File: config.mk
export PLATFORM = sky130hd
export DESIGN_NAME = pc_sequencer
export DESIGN_NICKNAME = d
export VERILOG_FILES = /design/src/rtl/mips_pkg.sv /design/src/rtl/pc_step_adder.sv /design/src/rtl/pc_sequencer.sv
export SDC_FILE = /design/constraint.sdc
export NUM_CORES = 1
export LEC_CHECK = 0
export CAP_MARGIN = 5
export CELL_PAD_IN_SITES_DETAIL_PLACEMENT = 1
export CELL_PAD_IN_SITES_GLOBAL_PLACEMENT = 1
export CORE_ASPECT_RATIO = 0.7
export CORE_UTILIZATION = 37
export DETAILED_ROUTE_END_ITERATION = 10
export GPL_ROUTABILITY_DRIVEN = 0
export GPL_TIMING_DRIVEN = 0
export PLACE_DENSITY = 0.86
export SLEW_MARGIN = 0
export SYNTH_ARGS = -nofsm -noshare
export SYNTH_HDL_FRONTEND = slang
export SYNTH_SLANG_ARGS = --single-unit
File: constraint.sdc
create_clock -name clk -period 4.1 [get_ports clk]
set_input_delay 0.82 -clock clk [delete_from_list [all_inputs] [get_ports clk]]
set_output_delay 0.82 -clock clk [all_outputs]
set_load 0.02 [all_outputs]
File: src/rtl/mips_pkg.sv
// Shared MIPS datapath definitions: fetch-stage widths, reset vector and the
// next-PC source select used by both control and the PC sequencer.
package mips_pkg;

   localparam int unsigned     PC_W         = 32;
   localparam int unsigned     INSN_BYTES   = 4;
   localparam logic [PC_W-1:0] RESET_VECTOR = '0;

   typedef enum logic [1:0] {
      PC_SEQ = 2'd0,
      PC_BR  = 2'd1,
      PC_J   = 2'd2,
      PC_JR  = 2'd3
   } pc_sel_e;

   // Fixed redirect priority: jr > jump > taken branch > sequential.
   function automatic pc_sel_e sel_pc(input logic jr, input logic jump, input logic br_taken);
      if (jr)
         return PC_JR;
      else if (jump)
         return PC_J;
      else if (br_taken)
         return PC_BR;
      else
         return PC_SEQ;
   endfunction

endpackage

File: src/rtl/pc_step_adder.sv
// Sequential-address adder: pc + STEP, wrapping modulo 2^WIDTH.
// Shared by the PC sequencer and the link-address logic.
module pc_step_adder #(
   parameter int unsigned WIDTH = 32,
   parameter int unsigned STEP  = 4
) (
   input  logic [WIDTH-1:0] pc,
   output logic [WIDTH-1:0] pc_plus
);

   always_comb begin
      pc_plus = pc + WIDTH'(STEP);
   end

endmodule

File: src/rtl/pc_sequencer.sv
// Fetch-stage program counter with next-PC selection (seq/branch/jump/jr)
// and a one-deep redirect buffer that holds a target raised while stalled.
module pc_sequencer
   import mips_pkg::*;
#(
   parameter int unsigned      WIDTH    = PC_W,
   parameter int unsigned      STEP     = INSN_BYTES,
   parameter logic [WIDTH-1:0] RESET_PC = WIDTH'(RESET_VECTOR),
   parameter int unsigned      IMM_W    = 16,
   parameter int unsigned      JTGT_W   = 26
) (
   input  logic              clk,
   input  logic              rst_n,
   input  logic              stall,
   input  logic              br_taken,
   input  logic [IMM_W-1:0]  br_imm,
   input  logic              jump,
   input  logic [JTGT_W-1:0] jtgt,
   input  logic              jr,
   input  logic [WIDTH-1:0]  jr_addr,
   output logic [WIDTH-1:0]  pc,
   output logic [WIDTH-1:0]  pc_plus,
   output logic              redir_pend,
   output logic              misalign
);

   localparam int unsigned SH  = (STEP > 1) ? $clog2(STEP) : 0;
   localparam int unsigned JLO = (JTGT_W + SH < WIDTH) ? JTGT_W + SH : WIDTH;

   // Masks replace bit slicing so STEP=1 and narrow WIDTH need no special cases.
   localparam logic [WIDTH-1:0] LOW_MASK = WIDTH'(STEP - 1);
   localparam logic [WIDTH-1:0] J_MASK   = (JLO >= WIDTH) ? '1 : ~({WIDTH{1'b1}} << JLO);

   logic signed [IMM_W-1:0] imm_s;
   logic [WIDTH-1:0]        br_off;
   logic [WIDTH-1:0]        br_tgt;
   logic [WIDTH-1:0]        j_tgt;
   logic [WIDTH-1:0]        jr_tgt;
   logic [WIDTH-1:0]        nxt_tgt;
   logic [WIDTH-1:0]        pend_tgt;
   logic                    redirect;
   logic                    jr_misalign;
   pc_sel_e                 sel;

   pc_step_adder #(
      .WIDTH (WIDTH),
      .STEP  (STEP)
   ) u_step (
      .pc      (pc),
      .pc_plus (pc_plus)
   );

   always_comb begin
      imm_s       = br_imm;
      br_off      = WIDTH'(imm_s) << SH;
      br_tgt      = pc_plus + br_off;
      j_tgt       = (pc_plus & ~J_MASK) | ((WIDTH'(jtgt) << SH) & J_MASK);
      jr_tgt      = jr_addr & ~LOW_MASK;
      jr_misalign = jr && (|(jr_addr & LOW_MASK));
      sel         = sel_pc(jr, jump, br_taken);
      redirect    = (sel != PC_SEQ);
      nxt_tgt     = pc_plus;
      unique case (sel)
         PC_JR:   nxt_tgt = jr_tgt;
         PC_J:    nxt_tgt = j_tgt;
         PC_BR:   nxt_tgt = br_tgt;
         default: nxt_tgt = pc_plus;
      endcase
   end

   // While stalled pc is frozen, so a captured target cannot drift; the youngest redirect wins.
   always_ff @(posedge clk or negedge rst_n) begin
      if (!rst_n) begin
         pc         <= RESET_PC;
         pend_tgt   <= '0;
         redir_pend <= 1'b0;
         misalign   <= 1'b0;
      end else begin
         misalign <= jr_misalign;
         if (stall) begin
            if (redirect) begin
               pend_tgt   <= nxt_tgt;
               redir_pend <= 1'b1;
            end
         end else begin
            redir_pend <= 1'b0;
            if (redirect)
               pc <= nxt_tgt;
            else if (redir_pend)
               pc <= pend_tgt;
            else
               pc <= pc_plus;
         end
      end
   end

endmodule

# Word-level counts from Yosys, hierarchy flattened
# Index checks and enable logic that the tools add are counted.
[word_totals] register_bits=66 out_inout_bits=66 elab_cells=23
[classes] addsub=2 eq_ne=4 muxes=8 bitwise=1 n_reduce_logical=4
[ops] operator="32-bit case mux with 3 select lines" count=1
[ops] operator="32-bit two-way mux" count=2
[ops] operator="32-bit by 3-bit adder with 32-bit output, second input constant" count=1
[ops] operator="32-bit adder" count=1
[ops] operator="32-bit by 28-bit bitwise OR with 32-bit output" count=1
[ops] operator="2-bit equality test, second input constant" count=2
[ops] operator="2-bit two-way mux" count=2
[ops] operator="1-bit two-way mux" count=3
[ops] operator="2-bit by 1-bit equality test with 1-bit output, second input constant" count=1
[ops] operator="2-bit by 1-bit != test with 1-bit output, second input constant" count=1
[ops] operator="2-bit AND reduction" count=1
[ops] operator="2-bit nonzero test" count=1
[ops] operator="2-bit OR reduction" count=1
[ops] operator="1-bit logical AND" count=1

# Logic depth before layout (Yosys ltp)
[depth] ltp_word=6 ltp_mapped=16 depth_no_buf=15

# Hierarchy
# From an unflattened synthesis, not the netlist that was laid out.
[hier_totals] cells_unflattened=691 area_unflattened_um2=5814.3
[by_module_without_submodules] module="pc_sequencer" n_inst=1 cells_per_inst=608 area_each_um2=5233.8 seq_area_each_um2=1651.6
[by_module_without_submodules] module="pc_step_adder" n_inst=1 cells_per_inst=83 area_each_um2=580.6 seq_area_each_um2=0.0

# Worst setup path after synthesis
# Ideal clock, no wire load.
[synth_timing] kind="reg2reg" start="register pc[11]" end="register pc[30]" setup_time_ns=0.124 arrival_ns=4.148 path_slack_ns=-0.172 path_stages_with_launch=16 path_buffers=1 period_less_slack_ns=4.272 path_cell_list="dfrtp_1 > nand4_1 > or4_4 > nor2_4 > nand2_1 > xnor2_1 > ha_1 > clkbuf_1 > a21oi_1 > o21ai_0 > or4b_2 > a21oi_1 > o31ai_1 > xnor2_1 > o221ai_1 > o31a_1"
[synth_between] elab_chain_cells=4 word_cells_on_any_way=6
[synth_lines] element="start: declaration" line="pc_sequencer.sv:21" text="output logic [WIDTH-1:0] pc,"
[synth_lines] element="start signal: assignment" line="pc_sequencer.sv:88" text="pc <= nxt_tgt;"
[synth_lines] element="start signal: assignment" line="pc_sequencer.sv:90" text="pc <= pend_tgt;"
[synth_lines] element="start signal: assignment" line="pc_sequencer.sv:92" text="pc <= pc_plus;"
[synth_lines] element="32-bit by 3-bit adder with 32-bit output" line="pc_step_adder.sv:12" text="pc_plus = pc + WIDTH'(STEP);"
[synth_lines] element="net pc_plus[21]" line="pc_sequencer.sv:22" text="output logic [WIDTH-1:0] pc_plus,"
[synth_lines] element="32-bit adder" line="pc_sequencer.sv:56" text="br_tgt = pc_plus + br_off;"
[synth_lines] element="32-bit case mux with 3 select lines" line="pc_sequencer.sv:63" text="unique case (sel)"
[synth_lines] element="32-bit two-way mux" line="pc_sequencer.sv:87" text="if (redirect)"
# The timed path passes the listed nets, and every way through them passes these cells.
# A chain may end at the register's enable or synchronous reset.

# Final worst setup path
[layout_timing] start="input port br_imm[15]" end="register pend_tgt[26]"
[layout_between] elab_chain_cells=2
[layout_lines] element="start: declaration" line="pc_sequencer.sv:16" text="input logic [IMM_W-1:0] br_imm,"
[layout_lines] element="32-bit adder" line="pc_sequencer.sv:56"
[layout_lines] element="32-bit case mux with 3 select lines" line="pc_sequencer.sv:63"
[layout_lines] element="end signal: assignment" line="pc_sequencer.sv:82" text="pend_tgt <= nxt_tgt;"
[layout_lines] element="end: declaration" line="pc_sequencer.sv:40" text="logic [WIDTH-1:0] pend_tgt;"
# Every way passes these cells.

==> results.md <==
- Status: finished, violations left
- Violated checks: negative setup slack
- Post-Syn Area: 5600 um^2
- Worst-path maximum fanout: 16
- Number of top-level pins: 146
- Top area cells in the synthesized netlist: dfrtp_1, ha_1, xnor2_1
- Reg power frac: 0.254
- Sequential share of the synthesized area: 0.295
- CP Launch Type: primary input
- Slew HR: 0.198
- R2R Setup Slk: -0.04 ns
- ANT cells: 0
- Met2 usage: 0.515
- Drt drc: 0
- Worst r2r dst: pend_tgt[26]
- Final wirelength: 28700 um
- Combinational share of power: 0.512
- Setup TNS Final: -0.106 ns
- Crit Path Category: in -> reg
- Finished Core Util: 0.562
- Final setup viols: 5
- Clock Latency Late Sink: 0.34 ns
- Final nets: 974
- CP Capture Type: flip-flop
- Switching pwr: 1.43 mW
- Area growth syn-to-layout: 47.8%
- Leak pwr: 3.33 nW
- H-tree levels: 3
- Pre-antenna DRT Iters: 9
- Required time of the critical path: 4.28 ns
- Commonest cells in the synthesized netlist: nand2_1, dfrtp_1, o21ai_0
- TritonCTS clock tree: done
- Cts bufs inserted: 9
- Final Hold Vio Count: 0
- Initial antenna violation count: 0
- Final std cells w/o fill: 1059
- I/O Buffers: 142
- Final worst slack: -0.0570 ns
- Mapped Cells: 672
- Synth warn: 0
- VDD IR max: 0.000215 V
- CTS max path bufs: 2
- Period minus WS final: 4.16 ns
- Post-route cell area: 8280 um^2
- Clock power frac: 0.234
- Tot GR Track Use: 0.339
- GR peak layer: met2
- Max frequency: 241 MHz
- Die X-Extent: 149 um
- First-pass GRT wire length: 39800 um
- DP Wirelength: 18600 um
- Unique cell type count in the Yosys netlist: 66
- Most frequent cell after synthesis: nand2_1
- Ys async rst share: 1.00
- Routed Antenna Nets: 0
- Met1 Use GR: 0.474
- Skew final: 0.00416 ns
- Cts hold-fix bufs: 0
- Placed cell area: 7300 um^2
- DRT iter0 DRCs: 935
- End of the critical path: pend_tgt[26]
- Clock sink count: 66
- GR Layer Usage met3: 0.0659
- Reg clk slew, reported paths: 0.06 ns
- Worst Hold Class: reg -> reg
- Area leader, netlist: dfrtp_1
- FF-to-FF path depth: 12
- Syn Nets: 787
- Average vias per placed instance: 6.59
- Share of the synthesized area in the top cell type: 0.295
- # rows: 37
- P_int: 1.97 mW
- Congestion Overflow GR: 0
- Die ar.: 15600 um^2
- Die Y: 105 um
- WP data arrival: 4.34 ns
- Avg Cell Area, Syn: 8.34 um^2
- Largest net degree at the start of global routing: 67
- Vias: 6982
- Number of global-route vias before repair: 6782
- Worst Tran Pin Value: 1.20 ns
- PwrDens: 410 nW/um^2
- Slew Limit Fails: 0
- Cells after DPL: 1009
- Placement Setup Slack: -0.545 ns
- Synthesized flop and latch total: 66
- Initial Util: 0.381
- Synth Flop Type: dfrtp_1
- Max_cap viols: 0
- RR Startpoint: pc[10]
- Share of cells above drive strength 1: 0.189
- Sw Ratio: 0.420
- Launch point of the critical path: br_imm[15]
- Post-synth EDFFs: 0
- Final period util: 1.01
- Clk root buf: clkbuf_16
- Core area: 14700 um^2
- Routed len/inst: 27.1 um
[registers in the layout, indices dropped and copies added, names as in the netlist]
name and count:
pc 32, pend_tgt 32, redir_pend 1, misalign 1
[power by group through the flow]
| stage | Clock (mW) | Sequential, mW | Combinational (mW) |
|---|---|---|---|
| 5_1_grt | 0.822 | 0.867 | 1.82 |
| 3_3_place_gp | 0 | 0.855 | 1.40 |
| 2_1_floorplan | 0 | 0.887 | 0.844 |
| 4_1_cts | 0.790 | 0.853 | 1.53 |
| 3_5_place_dp | 0 | 0.865 | 1.45 |
| 6_report | 0.796 | 0.862 | 1.74 |
[stage by stage]
stage / total power, mW / hold slack (ns)
floorplan: 1.73 / 0.440
global placement: 2.25 / 0.455
detailed placement: 2.32 / 0.458
CTS: 3.18 / 0.469
global route: 3.51 / 0.491
finish: 3.40 / 0.473
[metal layers]
metal,share of wire,up-vias
met2,0.45,531
li1,-,2863
met1,0.40,3479
met3,0.11,109
met5,0,-
met4,0.037,0
[worst max-delay path: stages]
cell             delay, ns
clkdlybuf4s15_1       0.81
ha_2                  0.76
nand2_2               0.11
nor4_1                0.63
a21oi_1               0.21
o21ai_0               0.26
xor2_1                0.12
a222oi_1              0.43
o21ai_0               0.18
[cell type report]
cell class | instances | area (um^2)
Fill cell | 1705 | 6440
Multi-Input combinational cell | 543 | 4120
Timing Repair Buffer | 180 | 1710
Sequential cell | 66 | 1670
Tap cell | 195 | 244
Clock buffer | 9 | 225
Buffer | 38 | 159
Inverter | 21 | 78.8
Clock inverter | 7 | 70.1
[worst min-delay path by stage]
stage,from,end,slack [ns],depth (start not counted)
after global routing,pend_tgt[9],pend_tgt[9],0.49,2
after CTS,pend_tgt[9],pend_tgt[9],0.47,2
after detailed placement,pend_tgt[9],pend_tgt[9],0.46,2
after floorplan,pend_tgt[9],pend_tgt[9],0.44,2
final,pend_tgt[9],pend_tgt[9],0.47,2
after global placement,pend_tgt[22],pend_tgt[22],0.45,2
[cells in the final DEF, fill, tap and decap left out, drive strengths merged, types with 4 or more instances in the layout]
cell type,netlist,final
and3,7,7
xor2,16,16
a222oi,13,13
xnor2,38,38
nand2b,11,11
a22o,6,6
a21o,10,10
inv,20,20
o22ai,5,5
nor2b,5,5
o31ai,4,4
nand4,13,13
buf,9,48
nand2,73,73
nor3,11,11
mux2,15,15
a2bb2oi,7,7
a221o,4,4
nor2,46,46
o211ai,16,16
nand3,28,28
a31oi,15,15
a22oi,4,4
clkbuf,33,38
a221oi,6,6
a211oi,5,5
o21a,7,7
o21ai,55,55
ha,34,34
clkinv,1,6
mux2i,13,13
and2,6,6
clkdlybuf4s50,0,140
a21oi,40,40
dfrtp,66,66
[cell families after synthesis]
| kind of cell | Yosys count | share of synthesized area |
|---|---|---|
| xor gates and xnor gates | 54 | 0.0858 |
| buffers and inverters | 63 | 0.0451 |
| muxes | 28 | 0.0541 |
| AOI/OAI and AO/OA | 216 | 0.264 |
| DFF | 66 | 0.295 |
| adders and majority gates | 35 | 0.0795 |
| and+or+nand+nor | 210 | 0.177 |
[what timing repair did]
| item | in CTS | in global routing |
|---|---|---|
| setup endpoints to repair | 35 | 33 |
| pin swaps | 8 | 23 |
| hold endpoints to repair | 0 | 0 |
| buffers inserted | 15 | 23 |
| resized for setup | 39 | 56 |
No activity file was read; power rests on OpenSTA's default activity.
